## config.mk

```make
export PLATFORM = sky130hd
export DESIGN_NAME = fifo_drain
export DESIGN_NICKNAME = d
export VERILOG_FILES = /design/src/rtl/fifo_drain.sv
export SDC_FILE = /design/constraint.sdc
export NUM_CORES = 1
export LEC_CHECK = 0
export CORE_MARGIN = 10
export CORE_UTILIZATION = 50
export DETAILED_ROUTE_END_ITERATION = 16
export GPL_TIMING_DRIVEN = 0
export HOLD_SLACK_MARGIN = 0.03
export PLACE_DENSITY_LB_ADDON = 0.08
export SYNTH_ARGS = -nofsm -noshare
export SYNTH_HDL_FRONTEND = slang
export SYNTH_SLANG_ARGS = --single-unit
export TNS_END_PERCENT = 5
```

## constraint.sdc

```tcl
create_clock -name clk -period 2.4 [get_ports clk]
set_input_delay 0.48 -clock clk [delete_from_list [all_inputs] [get_ports clk]]
set_output_delay 0.48 -clock clk [all_outputs]
set_load 0.01 [all_outputs]
```

## src/rtl/fifo_drain.sv

```systemverilog
// Read-side drain for sync_fifo: absorbs the registered-read latency and re-presents words as a framed valid/ready stream.
// Optional FIFO_DRAIN_STATS_EN adds a 16-bit accepted-beat counter on pop_count.
module fifo_drain #(
  parameter int unsigned DATA_WIDTH = 32,
  parameter int unsigned BURST_LEN  = 4
) (
  input  logic                  clk,
  input  logic                  reset_n,
  input  logic                  flush,
  input  logic                  fifo_empty,
  input  logic [DATA_WIDTH-1:0] fifo_dout,
  output logic                  fifo_read_en,
  output logic [DATA_WIDTH-1:0] m_data,
  output logic                  m_valid,
  output logic                  m_last,
  input  logic                  m_ready
`ifdef FIFO_DRAIN_STATS_EN
  ,
  output logic [15:0]           pop_count
`endif
);

  localparam int unsigned BEAT_W = (BURST_LEN > 1) ? $clog2(BURST_LEN) : 1;
  localparam logic [BEAT_W-1:0] LAST_BEAT = BEAT_W'(BURST_LEN - 1);

  typedef enum logic [1:0] {
    EMPTY = 2'd0,
    ONE   = 2'd1,
    TWO   = 2'd2
  } occ_state_e;

  occ_state_e              state, state_next;
  logic                    inflight;
  logic [DATA_WIDTH-1:0]   head_q, tail_q;
  logic [BEAT_W-1:0]       beat_cnt;
  logic                    pop;
  logic                    capture;
  logic [1:0]              occ;
  logic [2:0]              credit_sum;

  // Occupancy register
  always_ff @(posedge clk or negedge reset_n) begin
    if (!reset_n) state <= EMPTY;
    else          state <= state_next;
  end

  // Next occupancy and read issue; a read is only issued if the word it returns is guaranteed a slot
  always_comb begin
    state_next   = state;
    fifo_read_en = 1'b0;
    occ          = 2'(state);
    m_valid      = (state != EMPTY);
    pop          = m_valid & m_ready;
    capture      = inflight & ~flush;
    credit_sum   = 3'(occ) + 3'(inflight) - 3'(pop);
    fifo_read_en = reset_n & ~fifo_empty & ~flush & (credit_sum < 3'd2);

    if (flush) begin
      state_next = EMPTY;
    end else begin
      unique case (state)
        EMPTY:   if (capture) state_next = ONE;
        ONE: begin
          if (capture && !pop)      state_next = TWO;
          else if (!capture && pop) state_next = EMPTY;
        end
        TWO:     if (pop && !capture) state_next = ONE;
        default: state_next = EMPTY;
      endcase
    end
  end

  // In-flight marker: fifo_dout is valid the cycle after a read
  always_ff @(posedge clk or negedge reset_n) begin
    if (!reset_n) inflight <= 1'b0;
    else          inflight <= fifo_read_en;
  end

  // Skid storage: head feeds m_data, tail holds the second word
  always_ff @(posedge clk or negedge reset_n) begin
    if (!reset_n) begin
      head_q <= '0;
      tail_q <= '0;
    end else if (!flush) begin
      unique case (state)
        EMPTY: if (capture) head_q <= fifo_dout;
        ONE: begin
          if (capture && pop) head_q <= fifo_dout;
          else if (capture)   tail_q <= fifo_dout;
        end
        TWO: begin
          if (pop) begin
            head_q <= tail_q;
            if (capture) tail_q <= fifo_dout;
          end
        end
        default: ;
      endcase
    end
  end

  // Burst framing counter, restarted by flush
  always_ff @(posedge clk or negedge reset_n) begin
    if (!reset_n)      beat_cnt <= '0;
    else if (flush)    beat_cnt <= '0;
    else if (pop) begin
      if (beat_cnt == LAST_BEAT) beat_cnt <= '0;
      else                       beat_cnt <= beat_cnt + BEAT_W'(1);
    end
  end

  assign m_data = head_q;
  assign m_last = m_valid & (beat_cnt == LAST_BEAT);

`ifdef FIFO_DRAIN_STATS_EN
  // Accepted beats; a pop during flush was already taken downstream so it still counts
  always_ff @(posedge clk or negedge reset_n) begin
    if (!reset_n)  pop_count <= '0;
    else if (pop)  pop_count <= pop_count + 16'd1;
  end
`endif

endmodule

```

==> flow_summary.json <==
{
  "clockBufferDepth": 2,
  "fp.dieH_um": 99.76,
  "synth_top_family_by_area": "multiplexers",
  "r2r_end": "m_data[5]",
  "yosys.area.top_type": "dfrtp_1",
  "fill_cells": 457,
  "ios": 72,
  "synthDistinctLibCells": 30,
  "syn_inst": 211,
  "clkPwrFrac_pct": 30.7,
  "drtPass1Iterations": 4,
  "via_count": 1966,
  "fin_area_um2": 4227,
  "rsz0062_at_grt": "true",
  "cts_tree": "yes",
  "setup_viol": 1,
  "synth_area_leaders": "dfrtp_1 (54%), mux2_1 (21%), mux2_2 (13%), buf_6 (2.8%), mux2_4 (0.94%)",
  "antenna_found_initial": 0,
  "path_class": "flop to output port",
  "synth_top_area_share_pct": 54.29,
  "grt_overflow": 0,
  "seqPwrFrac_pct": 46.2,
  "p_int_mw": 2.374,
  "antenna_cells": 0,
  "max_cap_viol_count": 0,
  "min_period_ps": 2615,
  "period_share_pct": 109.0,
  "grt_usage_pct": 13.50,
  "htreeDepth": 3,
  "post-place-ws_ps": -604.1,
  "min_path_type": "input port to async pin",
  "place.gp.congestion": 0.7433,
  "seq_area_frac_synth_pct": 54.29,
  "wl_mm": 6.444,
  "startpoint_type": "flop",
  "core_area_um2": 6061,
  "cp.arrival_ps": 2140,
  "ant_nets": 0,
  "reg2reg_from": "occ[1]",
  "vias_per_cell": 5.215,
  "synth-main-ff-cell": "dfrtp_1",
  "nets": 336,
  "area.growth.synth_to_final_pct": 32.89,
  "die_area_um2": 9951,
  "synth_compound_area_share_pct": 2.164,
  "postCtsHoldBufs": 0,
  "tightest_slew_ps": 874.4,
  "ff2ff_setup_slack_ps": 520,
  "crit_start": "occ[0]",
  "syn-cell-area_um2": 3181,
  "final_cells": 377,
  "drive_above_1_share_pct": 27.15,
  "cts_sinks": 69,
  "switching_power_uw": 798.0,
  "hold_violations": 0,
  "drt_iter0_drc": 36,
  "cts_buffers": 9,
  "seqCellArea_um2": 1728,
  "synth_nets": 250,
  "synth.top_cells.by_count": "dfrtp_1 (69), mux2_1 (58), mux2_2 (36), buf_6 (8)",
  "timing.final.ws_setup_ps": -215.1,
  "io_buffers": 70,
  "yosys.area_share.simple_pct": 3.580,
  "synth-xor-area-share_pct": 0.2754,
  "cts_root_buf": "clkbuf_8",
  "synthMuxAreaShare_pct": 34.85,
  "crit_path_end_kind": "output port",
  "ir_drop_mv": 0.4668,
  "hpwl_mm": 4.556,
  "yosysMostFrequentCell": "dfrtp_1",
  "run_status": "finished with violations",
  "finalPower_mw": 3.172,
  "first_global_vias": 2162,
  "violations": "setup timing",
  "p_per_area_nw_per_um2": 750.4,
  "start_util_pct": 52.48,
  "die_width_um": 99.76,
  "clk_latency_ps": 340,
  "worstPathRequired_ps": 1920,
  "async_flop_share_pct": 100.0,
  "synth_fa_ha_area_share_pct": 1.023,
  "finClkSkew_ps": 7.208,
  "max_freq_ghz": 0.3824,
  "synth_warnings": 0,
  "rows": 28,
  "dp.cells": 356,
  "power_frac_comb_pct": 23.1,
  "switching_share_pct": 25.16,
  "r2r_cells": 5,
  "path_clk_slew_ps": 70,
  "cellLeakagePower_nw": 1.915,
  "multiInputGateArea_um2": 1344,
  "synth-seq-cells": 69,
  "post_dp_cell_area_um2": 3979,
  "grt_pass1_wl_mm": 10.74,
  "avgSynthCellArea_um2": 15.07,
  "drv_slew": 0,
  "cp_max_fo": 3,
  "wl_per_cell_um": 17.09,
  "synth_edf_count": 0,
  "grt_max_degree": 71,
  "drc": 0,
  "maxSlewHeadroom_pct": 41.71
}
layer usage:
metal	up-vias	GRT usage [%]	wire length [µm]
met5	-	0	0
met4	0	6.284	91
met3	9	5.536	513
met2	48	21.25	3055
met1	979	15.65	2784
li1	930	-	-
worst max-delay path by stage:
stage,end,slack (ps)
finish,fifo_read_en,-220
global route,fifo_read_en,-340
CTS,fifo_read_en,-280
detailed placement,fifo_read_en,-600
global placement,fifo_read_en,-2530
floorplan,fifo_read_en,50
area by class of cell:
| class | instances | share of cell area [%] |
|---|---|---|
| Buffer | 12 | 2.783 |
| Clock buffer | 11 | 3.582 |
| Clock inverter | 5 | 1.391 |
| Inverter | 1 | 0.08881 |
| Multi-Input combinational cell | 129 | 31.79 |
| Sequential cell | 69 | 40.88 |
| Tap cell | 75 | 2.220 |
| Timing Repair Buffer | 75 | 17.26 |
cell families (layout without fill, tap and decap cells):
group	after synthesis	after routing
fa+ha+maj	2	2
xor+xnor	1	1
flops	69	69
mux	98	98
compound gates	9	9
simple gates	19	19
buf+inv	13	104
through the flow:
stage	setup TNS [ps]	hold slack, ps	util [%]
6_report	-215.1	255.3	69.74
4_1_cts	-279.5	288.8	69.61
2_1_floorplan	0	184.4	-
3_5_place_dp	-604.1	480.9	65.65
5_1_grt	-342.6	304.6	69.74
3_3_place_gp	-113900	468.1	65.69
sequential cells by signal, indices dropped and copies added (netlist names):
| signal | cells |
|---|---|
| inflight | 1 |
| occ | 2 |
| m_data | 32 |
| tail_q | 32 |
| beat_cnt | 2 |
cells in the final DEF (no fill, tap or decap), types with 2 or more instances in the layout:
cell,synthesis,final
a21oi_1,3,3
buf_2,1,2
buf_4,3,9
buf_6,8,8
clkbuf_8,0,11
clkdlybuf4s50_1,0,67
clkinvlp_4,0,2
dfrtp_1,69,68
mux2_1,58,58
mux2_2,36,36
mux2_4,2,2
mux2i_1,2,2
nand2_1,3,3
nand2b_1,3,3
nor2_1,2,2
nor2b_1,3,3
o21ai_2,1,2
power by group through the flow:
stage          combinational (mW)  sequential (mW)  clock [mW]
4_1_cts                     0.750             1.47       0.998
5_1_grt                     0.794             1.49        1.06
3_3_place_gp                0.733             1.48           0
3_5_place_dp                0.743             1.49           0
6_report                    0.731             1.47       0.974
2_1_floorplan               0.219             1.55           0
what timing repair did:
action                                  4_1_cts  5_1_grt
hold endpoints to repair                      0        0
resized for setup                             9        0
buffers inserted                              4        1
pin swaps                                     1        1
endpoints found under the setup margin        1        1
critical path, cell delays in order, from the launching register on:
cell	delay [ps]
dfrtp_2	420
and3b_2	280
o21ai_2	80
fa_1	500
nand2_1	60
nor4_2	280
buf_2	180
Power figures use the tool's default switching activity.
